==> config.mk <==
export PLATFORM = sky130hd
export DESIGN_NAME = gb_result_drain
export DESIGN_NICKNAME = d
export VERILOG_FILES = /design/src/rtl/gb_result_drain.sv
export SDC_FILE = /design/constraint.sdc
export NUM_CORES = 1
export LEC_CHECK = 0
export CAP_MARGIN = 20
export CORE_UTILIZATION = 56
export CTS_CLUSTER_SIZE = 12
export DETAILED_ROUTE_END_ITERATION = 6
export MAX_ROUTING_LAYER = met4
export PLACE_DENSITY = 0.89
export SYNTH_ARGS = -nofsm -noshare
export SYNTH_HDL_FRONTEND = slang
export SYNTH_SLANG_ARGS = --single-unit
==> constraint.sdc <==
create_clock -name clk -period 2.93 [get_ports clk]
set_input_delay 0.4395 -clock clk [delete_from_list [all_inputs] [get_ports clk]]
set_output_delay 0.4395 -clock clk [all_outputs]
set_load 0.05 [all_outputs]
==> src/rtl/gb_result_drain.sv <==
// gb_result_drain: reads a run of global-buffer lines after a layer completes
// and streams every line to the host as a valid/ready byte stream, element 0
// of each line first. The next line is fetched while the current one drains,
// so with the host always ready the stream carries one byte every cycle.
module gb_result_drain #(
  parameter int DATA_WIDTH            = 8,
  parameter int length                = 16,
  parameter int global_buf_addr_width = 16
) (
  input  logic                                 clk,
  input  logic                                 rstn,
  input  logic                                 start,
  input  logic [global_buf_addr_width-1:0]     INIT_OUTPUT_ADDR,
  input  logic [12:0]                          N_LINES,
  output logic [global_buf_addr_width-1:0]     gb_raddr,
  output logic                                 gb_rd_en,
  input  logic [DATA_WIDTH*length-1:0]         gb_dout,
  output logic [DATA_WIDTH-1:0]                dout,
  output logic                                 dout_valid,
  input  logic                                 dout_ready,
  output logic                                 dout_last,
  output logic                                 busy,
  output logic                                 done
);

  localparam int              IDX_W    = (length > 1) ? $clog2(length) : 1;
  localparam int              LINE_W   = DATA_WIDTH * length;
  localparam logic [IDX_W-1:0] LAST_IDX = IDX_W'(length - 1);

  typedef enum logic [1:0] {
    IDLE = 2'd0,
    RUN  = 2'd1,
    DONE = 2'd2
  } state_t;

  state_t                           r_state;
  logic                             r_busy;
  logic                             r_done;
  logic [global_buf_addr_width-1:0] r_base;
  logic [12:0]                      r_nlines;
  logic [12:0]                      r_req_cnt;
  logic                             r_inflight;

  logic [LINE_W-1:0]                r_cur;
  logic [IDX_W-1:0]                 r_byte_idx;
  logic                             r_cur_valid;
  logic [LINE_W-1:0]                r_nxt;
  logic                             r_nxt_valid;
  logic [12:0]                      r_load_cnt;

  logic                             w_xfer;
  logic                             w_final;
  logic                             w_last;
  logic                             w_end;
  logic                             w_rd;
  logic                             w_accept;

  // Handshake decode: byte transfer, end of the current line, end of the
  // whole drain, and whether a new line read may be launched this cycle.
  // A read is allowed once the holding register is free or is about to be
  // emptied into cur on this very edge, which keeps the stream gap-free.
  always_comb begin
    w_xfer   = r_cur_valid & dout_ready;
    w_final  = w_xfer & (r_byte_idx == LAST_IDX);
    w_last   = r_cur_valid & (r_byte_idx == LAST_IDX) & (r_load_cnt == r_nlines);
    w_end    = w_xfer & w_last;
    w_rd     = (r_state == RUN) & (r_req_cnt < r_nlines) & ~r_inflight &
               (~r_nxt_valid | w_final);
    w_accept = (r_state == IDLE) & start;
  end

  assign gb_rd_en   = w_rd;
  assign gb_raddr   = r_base + global_buf_addr_width'(r_req_cnt);
  assign dout       = r_cur[DATA_WIDTH-1:0];
  assign dout_valid = r_cur_valid;
  assign dout_last  = w_last;
  assign busy       = r_busy;
  assign done       = r_done;

  // Control FSM: latches the drain parameters on start, counts issued reads,
  // remembers the single outstanding read, and produces busy/done.
  always_ff @(posedge clk) begin
    if (rstn) begin
      r_state    <= IDLE;
      r_busy     <= 1'b0;
      r_done     <= 1'b0;
      r_base     <= '0;
      r_nlines   <= '0;
      r_req_cnt  <= '0;
      r_inflight <= 1'b0;
    end else begin
      case (r_state)
        IDLE: begin
          r_inflight <= 1'b0;
          r_done     <= 1'b0;
          if (start) begin
            r_base    <= INIT_OUTPUT_ADDR;
            r_nlines  <= N_LINES;
            r_req_cnt <= '0;
            if (N_LINES != 13'd0) begin
              r_state <= RUN;
              r_busy  <= 1'b1;
            end else begin
              r_state <= DONE;
              r_done  <= 1'b1;
            end
          end
        end
        RUN: begin
          r_inflight <= w_rd;
          if (w_rd) begin
            r_req_cnt <= r_req_cnt + 13'd1;
          end
          if (w_end) begin
            r_state <= DONE;
            r_busy  <= 1'b0;
            r_done  <= 1'b1;
          end
        end
        DONE: begin
          r_state    <= IDLE;
          r_done     <= 1'b0;
          r_busy     <= 1'b0;
          r_inflight <= 1'b0;
        end
        default: begin
          r_state    <= IDLE;
          r_busy     <= 1'b0;
          r_done     <= 1'b0;
          r_inflight <= 1'b0;
        end
      endcase
    end
  end

  // Line buffering: cur shifts one element out per transfer; returning read
  // data fills cur when it is empty or finishing, otherwise it parks in nxt.
  // When cur finishes, a parked line in nxt takes priority for cur and any
  // data returning on that same edge goes into the freed holding register.
  always_ff @(posedge clk) begin
    if (rstn) begin
      r_cur       <= '0;
      r_byte_idx  <= '0;
      r_cur_valid <= 1'b0;
      r_nxt       <= '0;
      r_nxt_valid <= 1'b0;
      r_load_cnt  <= '0;
    end else if (w_accept) begin
      r_byte_idx  <= '0;
      r_cur_valid <= 1'b0;
      r_nxt_valid <= 1'b0;
      r_load_cnt  <= '0;
    end else if (w_final) begin
      r_byte_idx <= '0;
      if (r_nxt_valid) begin
        r_cur       <= r_nxt;
        r_cur_valid <= 1'b1;
        r_load_cnt  <= r_load_cnt + 13'd1;
        r_nxt_valid <= r_inflight;
        if (r_inflight) begin
          r_nxt <= gb_dout;
        end
      end else if (r_inflight) begin
        r_cur       <= gb_dout;
        r_cur_valid <= 1'b1;
        r_load_cnt  <= r_load_cnt + 13'd1;
      end else begin
        r_cur_valid <= 1'b0;
      end
    end else if (w_xfer) begin
      r_cur      <= r_cur >> DATA_WIDTH;
      r_byte_idx <= r_byte_idx + IDX_W'(1);
      if (r_inflight) begin
        r_nxt       <= gb_dout;
        r_nxt_valid <= 1'b1;
      end
    end else if (r_inflight) begin
      if (!r_cur_valid) begin
        r_cur       <= gb_dout;
        r_cur_valid <= 1'b1;
        r_byte_idx  <= '0;
        r_load_cnt  <= r_load_cnt + 13'd1;
      end else begin
        r_nxt       <= gb_dout;
        r_nxt_valid <= 1'b1;
      end
    end
  end

endmodule

# Word-level counts from Yosys, hierarchy flattened
# Cells that the tools add are included.
op_classes:
  add_sub_neg: 4
  multipliers: 0
  n_div: 0
  order_cmp: 1
  eq_ne: 13
  shifts: 0
  n_mux: 46
  bitwise: 14
  n_reduce_logical: 21
op_table:
  columns: ["operator", "count"]
  rows:
  - ["128-bit two-way mux", 12]
  - ["13-bit two-way mux", 8]
  - ["13-bit by 1-bit adder with 13-bit output, second input constant", 2]
  - ["13-bit case mux with 2 select lines", 1]
  - ["16-bit by 13-bit adder with 16-bit output", 1]
  - ["1-bit two-way mux", 16]
  - ["13-bit equality test", 1]
  - ["13-bit less-than comparator", 1]
  - ["13-bit nonzero test", 1]
  - ["4-bit two-way mux", 3]
  - ["4-bit AND reduction", 3]
  - ["2-bit AND reduction", 5]
  - ["1-bit AND", 9]
  - ["2-bit by 1-bit inequality test with 1-bit output, second input constant", 4]
  - ["2-bit inequality test, second input constant", 4]
  - ["2-bit nonzero test", 4]
  - ["2-bit two-way mux", 3]
  - ["3-bit AND reduction", 2]
  - ["3-bit nonzero test", 2]
  - ["4-bit by 1-bit adder with 4-bit output, second input constant", 1]
  - ["4-bit equality test, second input constant", 1]
  - ["1-bit inverter", 4]
  - ["1-bit case mux with 2 select lines", 2]
  - ["2-bit case mux with 2 select lines", 1]
  - ["other kinds (7)", 8]
word_totals:
  register_bits: 322
  latch_bits: 0
  mem_bits_rw: 0
  mem_bits_ro: 0
  in_bits: 161
  out_inout_bits: 29
  elab_cells: 112
  memories: 0

# Longest topological paths before layout
depth:
  ltp_word: 6
  ltp_mapped: 10
  mapped_depth_nobuf: 9

# Worst setup path after synthesis
# OpenSTA, ideal clock, no wires.
synth_timing:
  path_kind: "register to output"
  startpoint: "reg r_req_cnt[0]"
  endpoint: "out gb_raddr[14]"
  t_arrival_ns: 2.705
  required_time_ns: 2.491
  slack_ns: -0.215
  path_stages_with_launch: 10
  n_path_buf: 0
  cell_sequence: "dfxtp_1 > ha_1 > inv_1 > fa_1 > nand2b_1 > a211oi_1 > o21ai_0 > a41oi_1 > o21ai_1 > xnor2_1"
synth_via:
  elab_chain_cells: 1
synth_rtl:
  columns: ["item", "line", "text"]
  rows:
  - ["start, declared", "41", "logic [12:0] r_req_cnt;"]
  - ["start signal, assigned", "112", "r_req_cnt <= r_req_cnt + 13'd1;"]
  - ["16-bit by 13-bit adder with 16-bit output", "73", "assign gb_raddr = r_base + global_buf_addr_width'(r_req_cnt);"]
  - ["end, declared", "15", "output logic [global_buf_addr_width-1:0] gb_raddr,"]
# Every way passes these cells.

# Worst setup path after layout
# Same ends and word-level chain as after synthesis.

==> metrics.md <==
| Metric | Value |
|---|---|
| Number of buffers created by CTS | 35 |
| Die footprint | about 0.027 mm2 |
| Max-cap viol count | 0 |
| CP startpoint | r_req_cnt[0]$_SDFFE_PP0P_ |
| R2r setup slk | roughly 0.35 ns |
| Seq pwr share | 0.466 |
| Initial antenna violation count | 2 |
| Synthesized cell area | between 0.01 and 0.015 mm2 |
| Syn_area_per_cell | approximately 7.7 um2 |
| Crit-path leading delay family | compound AO/OA/AOI/OAI gates |
| Fin Hold WS | 0.359 ns |
| Crit path launch type | register |
| Gr ovfl total | 0 |
| WP data arrival | about 2.7 ns |
| Gate power share | 0.090 |
| Root Buffer | clkbuf_16 |
| Via count | around 15000 |
| Rows | 58 |
| Cell variety after synth | 62 |
| CTS Sinks | ~320 |
| Commonest non-fill, non-tap cell in the layout | nand2_1 |
| Leakage | 0.00592 uW |
| Setup violations, final | 10 |
| Switching share of power | 0.235 |
| Synthesized Nets | around 2100 |
| Post-layout minimum cycle time | roughly 3.2 ns |
| Clock Path Buffers | 3 |
| Asr flop ratio synth | 0 |
| Finished Layout Cells | 2372 |
| Drt via density | 6.34 |
| RSZ-0062 raised after global routing | true |
| Reg2reg path depth | 7 |
| FMAX | 317 MHz |
| Starting density of the core | 0.576 |
| Slack of the critical path | -0.227 ns |
| Cells after synthesis | roughly 1900 |
| Levels on crit path | 10 |
| Count of buffer and inverter cells on the critical path | 2 |
| Critical path fanouts, max | 3 |
| Core region area | 0.0254 mm2 |
| Hold Path Origin | rstn |
| Seq/Total Area, Yosys | 0.441 |
| Sequential cell area | 0.00648 mm2 |
| DRT antenna net count | 0 |
| Register bit count reported by yosys | 322 |
| I/O Buffers | roughly 190 |
| Max Clock Skew | 0.0147 ns |
| Power density cells | roughly 530 mW/mm2 |
| Placed insts | between 2000 and 2500 |
| Final core utilization | 0.722 |
| Max VDD drop | approximately 390 uV |
| Failing checks | setup timing |
| Cell area after layout | 0.0183 mm2 |
| Worst EP required | roughly 2.5 ns |
| Fin. Hold Viols | 0 |
| H-tree depth | 2 |
| Boundary Pins | 190 |
| Wire length per cell | ~19 um |
| Fillers | between 1500 and 2000 |
| CP Class | register to output pin |
| Worst-Margin Slew | around 1.1 ns |
| Commonest non-fill, non-tap cells in the layout | nand2_1, dfxtp_1, a21oi_1 |
| Class of the tightest hold or removal check | input pin to register |
| Crit-path slowest cell | dfxtp_2 |
| CTS tree | done |
| Top cell by count, worst path | o21ai_2 |
| Later-pin clock latency in the skew report | approximately 0.5 ns |
| DP Area | 0.0167 mm2 |
| Layout area overhead | 25.3% |
| Number of global-route vias before repair | 13900 |
| Crit-path cells | ha_4 -> inv_2 -> fa_2 -> nand2b_4 -> a211oi_4 -> o21ai_2 -> a41oi_2 -> o21ai_2 -> xnor2_2 -> buf_12 |
| P_sw | 2260 uW |
| Remaining DRCs | 0 |
| Die width | 164 um |
| Iteration-0 DRC Markers | roughly 2300 |
| First-pass GRT wire length | 68500 um |
| Clk pin slew, worst setup/hold paths | ~0.070 ns |
| Most used DFF post-synth | dfxtp_1 |
| Final Max Tran Viols | 0 |
| Die Height | ~160 um |
| Slew HR | 0.283 |
| GRT Total Usage | 0.322 |
| CP max stage delay | about 0.36 ns |
| Final nets | 2207 |
| Clock network power share | 0.444 |
| Internal | 7390 uW |
| Status | finished, violations left |
| Multi-input gate area | slightly below 0.008 mm2 |
| Reg2reg start | r_byte_idx[0]$_SDFFE_PP0P_ |
| Hpwl dp | ~25000 um |
| Synth Warn # | 0 |
| Worst setup EP type | output pin |
| Largest net degree at the start of global routing | 93 |
| Post-synth EDFFs | 0 |
| Gp weighted congestion | between 0.8 and 0.9 |
| Hold Path Depth | 2 |
| Final period util | 1.08 |
| Drt pass-1 iters | 7 |
| Layout cell share with drive strength beyond 1 | 0.0933 |
| Final wirelength | ~45000 um |
-- path summary, 6_finish.rpt --
kind | end
worst min register to register | r_nxt[103]$_SDFFE_PP0P_
worst max register to register | r_cur[13]$_SDFFE_PP0P_
worst min-delay path | r_nxt[127]$_SDFFE_PP0P_
worst max-delay path | gb_raddr[14]
-- layer usage --
layer  routed length (um)  up-vias  GRT usage
li1                     -     6888          -
met1                18000     7026      0.412
met4                 1860        0      0.135
met3                 4330      184     0.0493
met5                    0        -          -
met2                21200      934      0.504
-- power groups by stage --
stage / logic, uW / registers [uW] / clock network [uW]
finish: 867 / 4500 / 4290
global route: 917 / 4500 / 4500
CTS: 819 / 4500 / 4300
detailed placement: 787 / 4590 / 0
global placement: 771 / 4590 / 0
floorplan: 388 / 4580 / 0
-- cells by family after synthesis --
logic type | count (synthesis) | share of synthesized area
XOR/XNOR | 38 | 0.0228
buffers and inverters | 190 | 0.0587
flip-flops | 322 | 0.441
AO/OA/AOI/OAI | 615 | 0.253
adder cells (fa/ha/maj) | 29 | 0.0253
multiplexers | 2 | 0.00145
AND/OR/NAND/NOR | 713 | 0.198
-- cell type report --
cell class	count	area share
multi-input combinational	1397	0.420
sequential	322	0.354
timing repair buffer	237	0.138
clock buffer	54	0.0594
tap	330	0.0225
inverter	24	0.00491
clock inverter	2	0.000887
antenna	6	0.000819
-- registers in the layout, summed over array words and instances, names as in the netlist --
name	cells
r_nxt_valid	1
r_load_cnt	13
r_cur	128
busy	1
r_byte_idx	4
done	1
r_base	16
r_req_cnt	13
r_inflight	1
r_nxt	128
dout_valid	1
r_nlines	13
r_state	2
-- synth_stat cells (24+ instances only) --
library cell,count,area share
o211ai_1,122,0.063
xnor2_1,26,0.016
o22ai_1,120,0.051
ha_1,28,0.024
nand2_1,573,0.15
dfxtp_1,322,0.44
buf_2,46,0.016
nor2_1,52,0.013
a21oi_1,298,0.10
clkbuf_1,76,0.020
inv_1,24,0.0062
-- through the flow --
| step | TNS [ns] | power, uW | worst slack, ns |
|---|---|---|---|
| floorplan | 0 | 4970 | 0.000592 |
| detailed placement | 0 | 5380 | 0.0524 |
| global placement | 0 | 5360 | 0.156 |
| global route | -1.30 | 9920 | -0.265 |
| CTS | -0.191 | 9620 | -0.0985 |
| finish | -0.804 | 9650 | -0.227 |
-- timing repair --
item / CTS / global route
endpoints found under the hold margin: 0 / 0
pin swaps: 10 / 20
gates resized for setup: 46 / 39
setup endpoints to repair: 10 / 12
hold buffers: 0 / 0
setup buffers: 7 / 13
gates cloned: 0 / 0
Power figures use the tool's default switching activity.
